### config.mk
export PLATFORM = sky130hd
export DESIGN_NAME = id_stage
export DESIGN_NICKNAME = d
export VERILOG_FILES = /design/src/rtl/id_stage.sv
export SDC_FILE = /design/constraint.sdc
export NUM_CORES = 1
export LEC_CHECK = 0
export ABC_AREA = 1
export CAP_MARGIN = 20
export CORE_MARGIN = 3
export CORE_UTILIZATION = 40
export CTS_CLUSTER_DIAMETER = 60
export DETAILED_ROUTE_END_ITERATION = 10
export GPL_TIMING_DRIVEN = 0
export PLACE_DENSITY = 0.87
export SYNTH_ARGS = -nofsm -noshare
export SYNTH_HDL_FRONTEND = slang
export SYNTH_SLANG_ARGS = --single-unit
### constraint.sdc
create_clock -name clk -period 3.9 [get_ports clk]
set_clock_uncertainty 0.2 [all_clocks]
set_input_delay 1.17 -clock clk [delete_from_list [all_inputs] [get_ports clk]]
set_output_delay 1.17 -clock clk [all_outputs]
set_load 0.05 [all_outputs]
### src/rtl/id_stage.sv
// id_stage: RV32I instruction-decode stage with ID/EX pipeline register.
// Decodes control and immediate, drives register-file read addresses, stalls
// one cycle on load-use hazards. Optional write-back bypass: ID_WB_BYPASS_EN.
module id_stage #(
    parameter int unsigned XLEN = 32
) (
    input  logic            clk,
    input  logic            rst,
    input  logic            flush,
    input  logic            if_valid,
    output logic            if_ready,
    input  logic [31:0]     if_instr,
    input  logic [XLEN-1:0] if_pc,
    output logic [4:0]      rf_a1,
    output logic [4:0]      rf_a2,
    input  logic [XLEN-1:0] rf_rd1,
    input  logic [XLEN-1:0] rf_rd2,
    input  logic            wb_we,
    input  logic [4:0]      wb_a3,
    input  logic [XLEN-1:0] wb_wd,
    output logic            ex_valid,
    input  logic            ex_ready,
    output logic [XLEN-1:0] ex_pc,
    output logic [XLEN-1:0] ex_rs1_val,
    output logic [XLEN-1:0] ex_rs2_val,
    output logic [XLEN-1:0] ex_imm,
    output logic [4:0]      ex_rs1,
    output logic [4:0]      ex_rs2,
    output logic [4:0]      ex_rd,
    output logic [3:0]      ex_alu_ctrl,
    output logic            ex_alu_src,
    output logic [1:0]      ex_result_src,
    output logic            ex_reg_write,
    output logic            ex_mem_read,
    output logic            ex_mem_write,
    output logic            ex_branch,
    output logic            ex_jump,
    output logic            ex_illegal
);

    localparam logic [6:0] OpLui    = 7'b0110111;
    localparam logic [6:0] OpAuipc  = 7'b0010111;
    localparam logic [6:0] OpJal    = 7'b1101111;
    localparam logic [6:0] OpJalr   = 7'b1100111;
    localparam logic [6:0] OpBranch = 7'b1100011;
    localparam logic [6:0] OpLoad   = 7'b0000011;
    localparam logic [6:0] OpStore  = 7'b0100011;
    localparam logic [6:0] OpImm    = 7'b0010011;
    localparam logic [6:0] OpReg    = 7'b0110011;
    localparam logic [6:0] OpFence  = 7'b0001111;
    localparam logic [6:0] OpSystem = 7'b1110011;

    localparam logic [3:0] AluAdd   = 4'd0;
    localparam logic [3:0] AluSub   = 4'd1;
    localparam logic [3:0] AluSll   = 4'd2;
    localparam logic [3:0] AluSlt   = 4'd3;
    localparam logic [3:0] AluSltu  = 4'd4;
    localparam logic [3:0] AluXor   = 4'd5;
    localparam logic [3:0] AluSrl   = 4'd6;
    localparam logic [3:0] AluSra   = 4'd7;
    localparam logic [3:0] AluOr    = 4'd8;
    localparam logic [3:0] AluAnd   = 4'd9;
    localparam logic [3:0] AluPassb = 4'd10;

    logic [6:0] opcode;
    logic [2:0] funct3;
    logic [6:0] funct7;
    logic [4:0] rs1_f, rs2_f, rd_f;

    assign opcode = if_instr[6:0];
    assign funct3 = if_instr[14:12];
    assign funct7 = if_instr[31:25];
    assign rs1_f  = if_instr[19:15];
    assign rs2_f  = if_instr[24:20];
    assign rd_f   = if_instr[11:7];
    assign rf_a1  = rs1_f;
    assign rf_a2  = rs2_f;

    logic [XLEN-1:0] dec_imm;
    logic [3:0]      dec_alu_ctrl;
    logic [1:0]      dec_result_src;
    logic            dec_alu_src, dec_reg_write, dec_mem_read, dec_mem_write;
    logic            dec_branch, dec_jump, dec_illegal, dec_pc_a;
    logic            use_rs1, use_rs2;

    // Decode the incoming instruction into controls and an immediate.
    always_comb begin
        dec_imm        = {{20{if_instr[31]}}, if_instr[31:20]};
        dec_alu_ctrl   = AluAdd;
        dec_result_src = 2'd0;
        dec_alu_src    = 1'b0;
        dec_reg_write  = 1'b0;
        dec_mem_read   = 1'b0;
        dec_mem_write  = 1'b0;
        dec_branch     = 1'b0;
        dec_jump       = 1'b0;
        dec_illegal    = 1'b0;
        dec_pc_a       = 1'b0;
        use_rs1        = 1'b0;
        use_rs2        = 1'b0;
        case (opcode)
            OpLui: begin
                dec_imm       = {if_instr[31:12], 12'b0};
                dec_alu_ctrl  = AluPassb;
                dec_alu_src   = 1'b1;
                dec_reg_write = 1'b1;
            end
            OpAuipc: begin
                dec_imm       = {if_instr[31:12], 12'b0};
                dec_alu_src   = 1'b1;
                dec_reg_write = 1'b1;
                dec_pc_a      = 1'b1;
            end
            OpJal: begin
                dec_imm = {{11{if_instr[31]}}, if_instr[31], if_instr[19:12], if_instr[20],
                           if_instr[30:21], 1'b0};
                dec_alu_src    = 1'b1;
                dec_result_src = 2'd2;
                dec_reg_write  = 1'b1;
                dec_jump       = 1'b1;
            end
            OpJalr: begin
                dec_alu_src    = 1'b1;
                dec_result_src = 2'd2;
                dec_reg_write  = 1'b1;
                dec_jump       = 1'b1;
                use_rs1        = 1'b1;
                dec_illegal    = (funct3 != 3'b000);
            end
            OpBranch: begin
                dec_imm = {{19{if_instr[31]}}, if_instr[31], if_instr[7], if_instr[30:25],
                           if_instr[11:8], 1'b0};
                dec_branch = 1'b1;
                use_rs1    = 1'b1;
                use_rs2    = 1'b1;
                case (funct3)
                    3'b000, 3'b001: dec_alu_ctrl = AluSub;
                    3'b100, 3'b101: dec_alu_ctrl = AluSlt;
                    3'b110, 3'b111: dec_alu_ctrl = AluSltu;
                    default:        dec_illegal  = 1'b1;
                endcase
            end
            OpLoad: begin
                dec_alu_src    = 1'b1;
                dec_result_src = 2'd1;
                dec_reg_write  = 1'b1;
                dec_mem_read   = 1'b1;
                use_rs1        = 1'b1;
                dec_illegal    = (funct3 == 3'b011) || (funct3 == 3'b110) ||
                                 (funct3 == 3'b111);
            end
            OpStore: begin
                dec_imm       = {{20{if_instr[31]}}, if_instr[31:25], if_instr[11:7]};
                dec_alu_src   = 1'b1;
                dec_mem_write = 1'b1;
                use_rs1       = 1'b1;
                use_rs2       = 1'b1;
                dec_illegal   = (funct3 > 3'b010);
            end
            OpImm: begin
                dec_alu_src   = 1'b1;
                dec_reg_write = 1'b1;
                use_rs1       = 1'b1;
                case (funct3)
                    3'b000: dec_alu_ctrl = AluAdd;
                    3'b010: dec_alu_ctrl = AluSlt;
                    3'b011: dec_alu_ctrl = AluSltu;
                    3'b100: dec_alu_ctrl = AluXor;
                    3'b110: dec_alu_ctrl = AluOr;
                    3'b111: dec_alu_ctrl = AluAnd;
                    3'b001: begin
                        dec_alu_ctrl = AluSll;
                        dec_illegal  = (funct7 != 7'b0000000);
                    end
                    default: begin
                        dec_alu_ctrl = funct7[5] ? AluSra : AluSrl;
                        dec_illegal  = (funct7 != 7'b0000000) && (funct7 != 7'b0100000);
                    end
                endcase
            end
            OpReg: begin
                dec_reg_write = 1'b1;
                use_rs1       = 1'b1;
                use_rs2       = 1'b1;
                case (funct3)
                    3'b000:  dec_alu_ctrl = funct7[5] ? AluSub : AluAdd;
                    3'b001:  dec_alu_ctrl = AluSll;
                    3'b010:  dec_alu_ctrl = AluSlt;
                    3'b011:  dec_alu_ctrl = AluSltu;
                    3'b100:  dec_alu_ctrl = AluXor;
                    3'b101:  dec_alu_ctrl = funct7[5] ? AluSra : AluSrl;
                    3'b110:  dec_alu_ctrl = AluOr;
                    default: dec_alu_ctrl = AluAnd;
                endcase
                // Only SUB and SRA may carry funct7 = 0100000.
                if (funct7 == 7'b0100000) begin
                    dec_illegal = (funct3 != 3'b000) && (funct3 != 3'b101);
                end else begin
                    dec_illegal = (funct7 != 7'b0000000);
                end
            end
            OpFence, OpSystem: ;
            default: dec_illegal = 1'b1;
        endcase
        if (dec_illegal) begin
            dec_reg_write = 1'b0;
            dec_mem_read  = 1'b0;
            dec_mem_write = 1'b0;
            dec_branch    = 1'b0;
            dec_jump      = 1'b0;
            use_rs1       = 1'b0;
            use_rs2       = 1'b0;
        end
        if (rd_f == 5'd0) begin
            dec_reg_write = 1'b0;
        end
    end

    logic            ex_valid_q, ex_valid_d;
    logic [XLEN-1:0] ex_pc_q, ex_pc_d, ex_rs1_val_q, ex_rs1_val_d;
    logic [XLEN-1:0] ex_rs2_val_q, ex_rs2_val_d, ex_imm_q, ex_imm_d;
    logic [4:0]      ex_rs1_q, ex_rs1_d, ex_rs2_q, ex_rs2_d, ex_rd_q, ex_rd_d;
    logic [3:0]      ex_alu_ctrl_q, ex_alu_ctrl_d;
    logic [1:0]      ex_result_src_q, ex_result_src_d;
    logic            ex_alu_src_q, ex_alu_src_d, ex_reg_write_q, ex_reg_write_d;
    logic            ex_mem_read_q, ex_mem_read_d, ex_mem_write_q, ex_mem_write_d;
    logic            ex_branch_q, ex_branch_d, ex_jump_q, ex_jump_d;
    logic            ex_illegal_q, ex_illegal_d;

    logic            hazard, accept;
    logic [XLEN-1:0] op1_val, op2_val;

    // Load-use hazard against the load sitting in ID/EX; clears once it leaves.
    always_comb begin
        hazard = ex_valid_q && ex_mem_read_q && (ex_rd_q != 5'd0) &&
                 ((use_rs1 && (ex_rd_q == rs1_f)) || (use_rs2 && (ex_rd_q == rs2_f)));
        if_ready = (~ex_valid_q | ex_ready) & ~hazard;
        accept   = if_valid & if_ready;
    end

`ifdef ID_WB_BYPASS_EN
    // Same-edge write-back overrides the stale register-file read.
    always_comb begin
        op1_val = (wb_we && (wb_a3 != 5'd0) && (wb_a3 == rs1_f)) ? wb_wd : rf_rd1;
        op2_val = (wb_we && (wb_a3 != 5'd0) && (wb_a3 == rs2_f)) ? wb_wd : rf_rd2;
    end
`else
    logic unused_wb;
    assign unused_wb = ^{wb_we, wb_a3, wb_wd};
    // Register file is assumed to write before read.
    always_comb begin
        op1_val = rf_rd1;
        op2_val = rf_rd2;
    end
`endif

    // ID/EX next state: flush kills, accept loads, consume without accept drains.
    always_comb begin
        ex_valid_d      = ex_valid_q;
        ex_pc_d         = ex_pc_q;
        ex_rs1_val_d    = ex_rs1_val_q;
        ex_rs2_val_d    = ex_rs2_val_q;
        ex_imm_d        = ex_imm_q;
        ex_rs1_d        = ex_rs1_q;
        ex_rs2_d        = ex_rs2_q;
        ex_rd_d         = ex_rd_q;
        ex_alu_ctrl_d   = ex_alu_ctrl_q;
        ex_alu_src_d    = ex_alu_src_q;
        ex_result_src_d = ex_result_src_q;
        ex_reg_write_d  = ex_reg_write_q;
        ex_mem_read_d   = ex_mem_read_q;
        ex_mem_write_d  = ex_mem_write_q;
        ex_branch_d     = ex_branch_q;
        ex_jump_d       = ex_jump_q;
        ex_illegal_d    = ex_illegal_q;
        if (flush) begin
            ex_valid_d = 1'b0;
        end else if (accept) begin
            ex_valid_d      = 1'b1;
            ex_pc_d         = if_pc;
            // AUIPC presents the PC as operand A so execute needs no extra mux select.
            ex_rs1_val_d    = dec_pc_a ? if_pc : op1_val;
            ex_rs2_val_d    = op2_val;
            ex_imm_d        = dec_imm;
            ex_rs1_d        = use_rs1 ? rs1_f : 5'd0;
            ex_rs2_d        = use_rs2 ? rs2_f : 5'd0;
            ex_rd_d         = dec_reg_write ? rd_f : 5'd0;
            ex_alu_ctrl_d   = dec_alu_ctrl;
            ex_alu_src_d    = dec_alu_src;
            ex_result_src_d = dec_result_src;
            ex_reg_write_d  = dec_reg_write;
            ex_mem_read_d   = dec_mem_read;
            ex_mem_write_d  = dec_mem_write;
            ex_branch_d     = dec_branch;
            ex_jump_d       = dec_jump;
            ex_illegal_d    = dec_illegal;
        end else if (ex_ready) begin
            ex_valid_d = 1'b0;
        end
    end

    // ID/EX register with synchronous reset.
    always_ff @(posedge clk) begin
        if (rst) begin
            ex_valid_q      <= 1'b0;
            ex_pc_q         <= '0;
            ex_rs1_val_q    <= '0;
            ex_rs2_val_q    <= '0;
            ex_imm_q        <= '0;
            ex_rs1_q        <= '0;
            ex_rs2_q        <= '0;
            ex_rd_q         <= '0;
            ex_alu_ctrl_q   <= '0;
            ex_alu_src_q    <= 1'b0;
            ex_result_src_q <= '0;
            ex_reg_write_q  <= 1'b0;
            ex_mem_read_q   <= 1'b0;
            ex_mem_write_q  <= 1'b0;
            ex_branch_q     <= 1'b0;
            ex_jump_q       <= 1'b0;
            ex_illegal_q    <= 1'b0;
        end else begin
            ex_valid_q      <= ex_valid_d;
            ex_pc_q         <= ex_pc_d;
            ex_rs1_val_q    <= ex_rs1_val_d;
            ex_rs2_val_q    <= ex_rs2_val_d;
            ex_imm_q        <= ex_imm_d;
            ex_rs1_q        <= ex_rs1_d;
            ex_rs2_q        <= ex_rs2_d;
            ex_rd_q         <= ex_rd_d;
            ex_alu_ctrl_q   <= ex_alu_ctrl_d;
            ex_alu_src_q    <= ex_alu_src_d;
            ex_result_src_q <= ex_result_src_d;
            ex_reg_write_q  <= ex_reg_write_d;
            ex_mem_read_q   <= ex_mem_read_d;
            ex_mem_write_q  <= ex_mem_write_d;
            ex_branch_q     <= ex_branch_d;
            ex_jump_q       <= ex_jump_d;
            ex_illegal_q    <= ex_illegal_d;
        end
    end

    assign ex_valid      = ex_valid_q;
    assign ex_pc         = ex_pc_q;
    assign ex_rs1_val    = ex_rs1_val_q;
    assign ex_rs2_val    = ex_rs2_val_q;
    assign ex_imm        = ex_imm_q;
    assign ex_rs1        = ex_rs1_q;
    assign ex_rs2        = ex_rs2_q;
    assign ex_rd         = ex_rd_q;
    assign ex_alu_ctrl   = ex_alu_ctrl_q;
    assign ex_alu_src    = ex_alu_src_q;
    assign ex_result_src = ex_result_src_q;
    assign ex_reg_write  = ex_reg_write_q;
    assign ex_mem_read   = ex_mem_read_q;
    assign ex_mem_write  = ex_mem_write_q;
    assign ex_branch     = ex_branch_q;
    assign ex_jump       = ex_jump_q;
    assign ex_illegal    = ex_illegal_q;

endmodule

==> flow_metrics.py, run 1 <==
metrics = {
    "synthesis": {
        "syn_area_um2": 7393,
        "ys.flop_type": "dfxtp_1",
        "synth-edff-count": 0,
        "netlist_top_cells_area": "dfxtp_1 (43%), nand4_1 (14%), nand2_1 (11%)",
        "synth_cell_types": 28,
        "yosysWarningCount": 0,
        "synth_top_cell_by_area": "dfxtp_1",
        "synthArstFlopShare_pct": 0,
        "yosysSeqAreaShare_pct": 42.51,
        "synth.net_count": 1166,
        "synth_top_area_share_pct": 42.51,
        "synth_cells": 995,
        "ys_ff_latch": 157,
        "syn_avg_cell_area_um2": 7.430,
    },
    "floorplan": {
        "die-area_um2": 20150,
        "row_count": 49,
        "fp.coreArea_um2": 18090,
        "start_util_pct": 40.88,
        "fp.dieW_um": 142.0,
        "die_y_um": 142.0,
        "io_pins": 339,
    },
    "global_route": {
        "first_global_vias": 8515,
        "grt_overflow_total": 0,
        "antenna_found_initial": 0,
        "grt_pass1_wl_um": 44190,
        "grt_use_total_pct": 27.54,
        "grt_max_degree": 18,
    },
    "setup_path": {
        "cp_common_cell": "nand2_2",
        "timing.rr.end": "ex_pc[7]",
        "cp.required_ps": 2530,
        "path_depth": 12,
        "worstSetupEndpointType": "output port",
        "start_kind": "primary input",
        "worst-endpoint-arrival_ps": 2530,
        "path_class": "in -> out",
        "crit_slowest_cell": "dlygate4sd2_1",
        "critical_path_buf_inv_count": 3,
        "r2r_slack_ps": 1430,
        "path_max_fanout": 3,
        "crit_path_max_incr_delay_ps": 270,
        "r2r_start": "ex_rd[2]",
        "path_delay_family": "simple AND/OR/NAND/NOR gates",
        "r2r_cells": 12,
        "crit_path_cell_trace": "dlygate4sd2_1, inv_2, nand3_2, nor2_4, nand2_1, nand2_1, nand2_2, nand2_2, nand4_1, nand2_2, a21oi_4, buf_8",
    },
    "place": {
        "io_buffers": 299,
        "detailedPlace.worstSlack_ps": -1521,
        "gp_congestion": 0.9800,
        "hpwl_um": 21730,
    },
    "run_status": {
        "outcome": "complete, but fails checks",
        "violations": "negative setup slack",
    },
    "drt": {
        "finalWirelength_um": 29190,
        "drt_iter0_drc": 635,
        "via_per_inst": 5.640,
        "drcViolationCount": 0,
        "via_count": 8889,
        "wl_per_cell_um": 18.52,
        "drt-pass1-iter-count": 5,
        "antenna_left": 0,
    },
    "clocking": {
        "cts_tree": "built",
        "cts_max_path_buffers": 2,
        "cts_sinks": 157,
        "numCtsBuffers": 17,
        "ctsHoldBuffers": 0,
        "clk_root_buffer_cell": "clkbuf_16",
        "cts_max_level": 4,
        "clk_pin_slew_ps": 70,
        "clock_latency_ps": 420,
    },
    "power_and_ir_drop": {
        "pwr-share-comb_pct": 20.7,
        "power_switching_share_pct": 31.56,
        "p_leak_nw": 4.279,
        "clock_power_share_pct": 40.7,
        "pwr_density_cell_nw_per_um2": 380.5,
        "internal-power_mw": 3.019,
        "p_seq_share_pct": 38.6,
        "power_switching_mw": 1.392,
        "ir_drop_uv": 315.7,
    },
    "cells_and_area": {
        "area_delta_synth_final_pct": 56.81,
        "finalNetCount": 1505,
        "layout_commonest_cell": "clkdlybuf4s50_1",
        "final_cell_mix": "clkdlybuf4s50_1 (270), nand2_1 (207), nand4_1 (162)",
        "drive_gt1_share_pct": 13.51,
        "antennaDiodeCount": 0,
    },
    "sta": {
        "hold_slack_ps": 262.0,
        "finalWorstPathRequiredPeriod_ps": 3903,
        "maxSlewHeadroom_pct": 51.23,
        "fin_ws_ps": -3.185,
        "period_share_pct": 100.1,
        "worst_slew_pin_slew_ps": 731.6,
        "rsz0062_at_grt": "true",
        "maxSlewViolCount": 0,
        "hold_violations": 0,
        "setup_viol": 1,
        "timing.fmax_mhz": 256.2,
    },
    "worst_hold_path": {
        "hp-start": "ex_imm[28]",
        "min_path_type": "reg -> reg",
        "hold_path_end": "ex_imm[28]",
        "worstHoldPathCells": 2,
    },
    "flow_run": {
        "drv_cap": 0,
    },
}
==> layout make-up <==
class | count | area, um^2
well taps | 229 | 286.5
clock buffers | 18 | 439.2
flip-flops and latches | 157 | 3143
inverters | 53 | 211.5
fillers | 1562 | 6492
multi-input cells | 685 | 3681
clock inverters | 14 | 192.7
repair buffers | 321 | 3148
plain buffers | 99 | 491.7
==> tightest hold or removal path, delay by kind of cell, from the launching register on <==
family | cells | cell delay (ps)
DFF | 1 | 310
and+or+nand+nor | 1 | 60
AOI/OAI and AO/OA | 1 | 50
==> routing by layer <==
layer,global-route usage [%],wire length [um],vias up
met2,47.35,14270,477
met3,8.434,2917,74
met1,31.71,10920,4176
met4,11.97,1083,0
met5,0,0,-
li1,-,-,4162
==> sequential cells by signal (all words and copies together), names as in the netlist <==
signal,flops
ex_rd,5
ex_mem_read,1
ex_alu_src,1
ex_imm,32
ex_result_src,2
ex_valid,1
ex_illegal,1
ex_pc,32
ex_branch,1
ex_rs2,5
ex_alu_ctrl,4
ex_jump,1
ex_rs1_val,32
ex_rs1,5
ex_rs2_val,32
ex_reg_write,1
ex_mem_write,1
==> cells by family (layout without fill, tap and decap cells) <==
logic type	Yosys count	after routing	synth area share, %
flip-flops	157	157	42.51
AND/OR/NAND/NOR	454	454	29.14
multiplexers	32	32	4.874
AO/OA/AOI/OAI	195	195	13.59
buffers and inverters	153	505	9.409
XOR/XNOR	4	4	0.4739
==> power groups by stage <==
| stage | logic [mW] | registers [mW] | clock network, mW |
|---|---|---|---|
| after floorplan | 0.282 | 1.96 | 0 |
| after global placement | 0.872 | 1.74 | 0 |
| after global routing | 0.962 | 1.71 | 1.89 |
| final | 0.911 | 1.70 | 1.80 |
| after CTS | 0.894 | 1.70 | 1.81 |
| after detailed placement | 0.881 | 1.74 | 0 |
==> synth_stat cells (all sizes together), types with 2 or more instances <==
master	count
o21ai	23
o22ai	5
dfxtp	157
inv	53
o211ai	2
nand3	14
nor2	51
buf	44
xnor2	3
nand4	163
a21oi	161
mux2	32
clkbuf	56
nand2	220
nor3	5
==> worst max-delay path by stage <==
stage                            start  slack [ps]       end
after floorplan            if_instr[1]          40  if_ready
after global placement     if_instr[6]       -1490  if_ready
after detailed placement   if_instr[6]       -1520  if_ready
after CTS                  if_instr[2]         -90  if_ready
after global routing       if_instr[2]        -120  if_ready
final                     if_instr[29]          -3  if_ready
==> what timing repair did <==
item | 4_1_cts | 5_1_grt
pin swaps | 21 | 20
setup endpoints to repair | 11 | 1
buffers inserted | 18 | 4
gates cloned | 0 | 0
gates resized for setup | 105 | 29
==> per-stage QoR <==
step	area, um^2	instances	util (%)	total power [mW]	setup TNS (ps)
global placement	10670	1523	59.01	2.609	-8173
detailed placement	10670	1523	59.01	2.621	-14510
global route	11590	1576	64.10	4.564	-115.7
floorplan	7393	995	-	2.238	0
finish	11590	1576	64.10	4.411	-3.185
CTS	11510	1573	63.63	4.409	-90.91
(Power assumes the default switching activity.)
==> run 2: changes to the inputs <==
--- a/config.mk
+++ b/config.mk
@@ -10,8 +10,10 @@
 export CORE_MARGIN = 3
 export CORE_UTILIZATION = 40
 export CTS_CLUSTER_DIAMETER = 60
+export CTS_CLUSTER_SIZE = 8
 export DETAILED_ROUTE_END_ITERATION = 10
 export GPL_TIMING_DRIVEN = 0
+export HOLD_SLACK_MARGIN = 0.1
 export PLACE_DENSITY = 0.87
 export SYNTH_ARGS = -nofsm -noshare
 export SYNTH_HDL_FRONTEND = slang
==> results of run 2 <==
The final DEF is identical to that of run 1; final timing and power are the same.
==> run 3: changes to the inputs <==
--- a/config.mk
+++ b/config.mk
@@ -7,6 +7,7 @@
 export LEC_CHECK = 0
 export ABC_AREA = 1
 export CAP_MARGIN = 20
+export CORE_ASPECT_RATIO = 1.4
 export CORE_MARGIN = 3
 export CORE_UTILIZATION = 40
 export CTS_CLUSTER_DIAMETER = 60
==> run 3 against run 2 <==
Sequential power about the same. Critical path type unchanged. Largest cell class unchanged. Worst hold slack better by 1.1 ps. Total power is 2.0% lower. The run ends with design-rule violations, negative setup slack left. Non-clock buffer count shrank 2.
==> flow_metrics.py, run 3 (synthesis gave the netlist of run 1 again) <==
metrics = {
    "run_status": {
        "outcome": "complete, but fails checks",
        "violations": "design-rule violations, negative setup slack",
    },
    "setup_path": {
        "crit_path_max_incr_delay_ps": 200,
        "crit_path_cell_trace": "buf_8, nand2_8, inv_2, buf_4, nand3_2, nand2_2, nor2_1, nand2_1, nand2_1, inv_2, nand4_1, nand2_2, a21oi_4, buf_8",
        "path_class": "in -> out",
        "crit_slowest_cell": "a21oi_4",
        "worst-endpoint-arrival_ps": 2570,
        "worstSetupEndpointType": "output port",
        "start_kind": "primary input",
        "path_max_fanout": 3,
        "cp.required_ps": 2530,
    },
    "sta": {
        "hold_violations": 0,
        "fin_ws_ps": -43.56,
        "setup_viol": 1,
        "timing.fmax_mhz": 253.6,
        "maxSlewHeadroom_pct": 55.44,
        "period_share_pct": 101.1,
        "finalWorstPathRequiredPeriod_ps": 3944,
        "worst_slew_pin_slew_ps": 668.4,
        "rsz0062_at_grt": "true",
        "maxSlewViolCount": 0,
    },
    "power_and_ir_drop": {
        "pwr-share-comb_pct": 21.2,
        "p_leak_nw": 4.233,
        "finalPower_mw": 4.325,
        "pwr_density_cell_nw_per_um2": 373.6,
        "ir_drop_uv": 247.3,
        "p_seq_share_pct": 39.4,
        "power_switching_share_pct": 30.86,
        "clock_power_share_pct": 39.4,
        "internal-power_mw": 2.990,
        "power_switching_mw": 1.335,
    },
    "drt": {
        "drcViolationCount": 1,
        "via_per_inst": 5.557,
        "via_count": 8808,
        "wl_per_cell_um": 18.72,
        "drt_iter0_drc": 594,
        "finalWirelength_um": 29680,
        "drt-pass1-iter-count": 10,
        "antenna_left": 0,
    },
    "clocking": {
        "numCtsBuffers": 17,
        "cts_tree": "built",
        "clock_latency_ps": 420,
        "clk_root_buffer_cell": "clkbuf_16",
        "clk_pin_slew_ps": 60,
        "cts_max_level": 4,
        "cts_max_path_buffers": 2,
        "cts_sinks": 157,
    },
    "floorplan": {
        "die-area_um2": 20170,
        "die_y_um": 166.9,
        "io_pins": 339,
        "start_util_pct": 40.92,
        "fp.dieW_um": 120.9,
        "row_count": 58,
        "fp.coreArea_um2": 18070,
    },
    "cells_and_area": {
        "layout_commonest_cell": "clkdlybuf4s50_1",
        "final_cell_mix": "clkdlybuf4s50_1 (271), nand2_1 (205), nand4_1 (162)",
        "finalNetCount": 1503,
        "fill_cells": 1540,
        "area_delta_synth_final_pct": 56.56,
        "antennaDiodeCount": 0,
        "final_area_um2": 11570,
        "drive_gt1_share_pct": 13.90,
    },
    "place": {
        "place_area_um2": 10690,
        "gp_congestion": 0.9912,
        "detailedPlace.worstSlack_ps": -1523,
        "hpwl_um": 22130,
        "io_buffers": 299,
    },
    "global_route": {
        "grt_max_degree": 17,
        "grt_pass1_wl_um": 45400,
        "grt_overflow_total": 0,
        "first_global_vias": 8593,
        "grt_use_total_pct": 28.31,
        "antenna_found_initial": 0,
    },
    "worst_hold_path": {
        "min_path_type": "reg -> reg",
    },
    "flow_run": {
        "drv_cap": 0,
    },
}
-- run 3: changes by cell type in the layout (fill, tap and decap cells not counted), moves of 2 or more --
cell and delta:
nand3_2 +5, inv_1 -2, nand2_2 +2, nand3_1 -4, clkbuf_2 -2, buf_6 -2, buf_2 +2, inv_2 +3
inv_8 -4, clkinvlp_4 +3, nand2_1 -2, clkinv_8 -2
-- run 3: per-stage QoR --
step / setup TNS (ps) / utilization (%) / instances / hold WS [ps]
detailed placement: -14330 / 59.14 / 1534 / 254.0
finish: -43.56 / 64.06 / 1585 / 263.0
floorplan: 0 / - / 995 / 484.8
CTS: -73.85 / 63.50 / 1579 / 263.1
global placement: -9640 / 59.14 / 1534 / 250.1
global route: -167.7 / 64.06 / 1585 / 276.6
-- run 3: what timing repair did --
action	CTS	global route
pin swaps	25	13
endpoints found under the setup margin	11	1
hold buffers	0	0
resized for setup	114	27
setup buffers	13	7
-- run 3: path summary, 6_finish.rpt --
path | from | endpoint | slack, ps | cells after the start
hold reg to reg | ex_imm[12] | ex_imm[12] | 260 | 2
setup / recovery | if_instr[1] | if_ready | -40 | 14
setup reg to reg | ex_rd[2] | ex_pc[14] | 1380 | 11
hold / removal | ex_imm[12] | ex_imm[12] | 260 | 2
-- run 3: power groups by stage --
stage               combinational (mW)  sequential, mW  clock, mW
floorplan                        0.282            1.96          0
global placement                 0.878            1.74          0
detailed placement               0.884            1.74          0
CTS                              0.900            1.70       1.71
global route                     0.968            1.71       1.78
finish                           0.916            1.70       1.71
-- run 3: cell type report --
cell class | count | area, um^2 | area share, %
multi-input combinational | 685 | 3715 | 32.09
clock inverter | 13 | 151.4 | 1.308
buffer | 99 | 491.7 | 4.248
tap | 240 | 300.3 | 2.594
timing repair buffer | 319 | 3124 | 26.99
sequential | 157 | 3143 | 27.15
inverter | 53 | 206.4 | 1.784
clock buffer | 19 | 442.9 | 3.827
-- run 3: critical path, delay by kind of cell --
family                 cells  cell delay, ps
and+or+nand+nor            8             710
buffers and inverters      5             490
AOI/OAI and AO/OA          1             200
-- run 3: per-layer routing --
layer / share of wire, % / up-vias / GRT usage (%)
met1: 36 / 4114 / 29.83
met3: 7.9 / 102 / 7.541
met4: 4.6 / 0 / 14.64
met5: 0 / - / 0
li1: - / 4154 / -
met2: 51 / 438 / 50.82
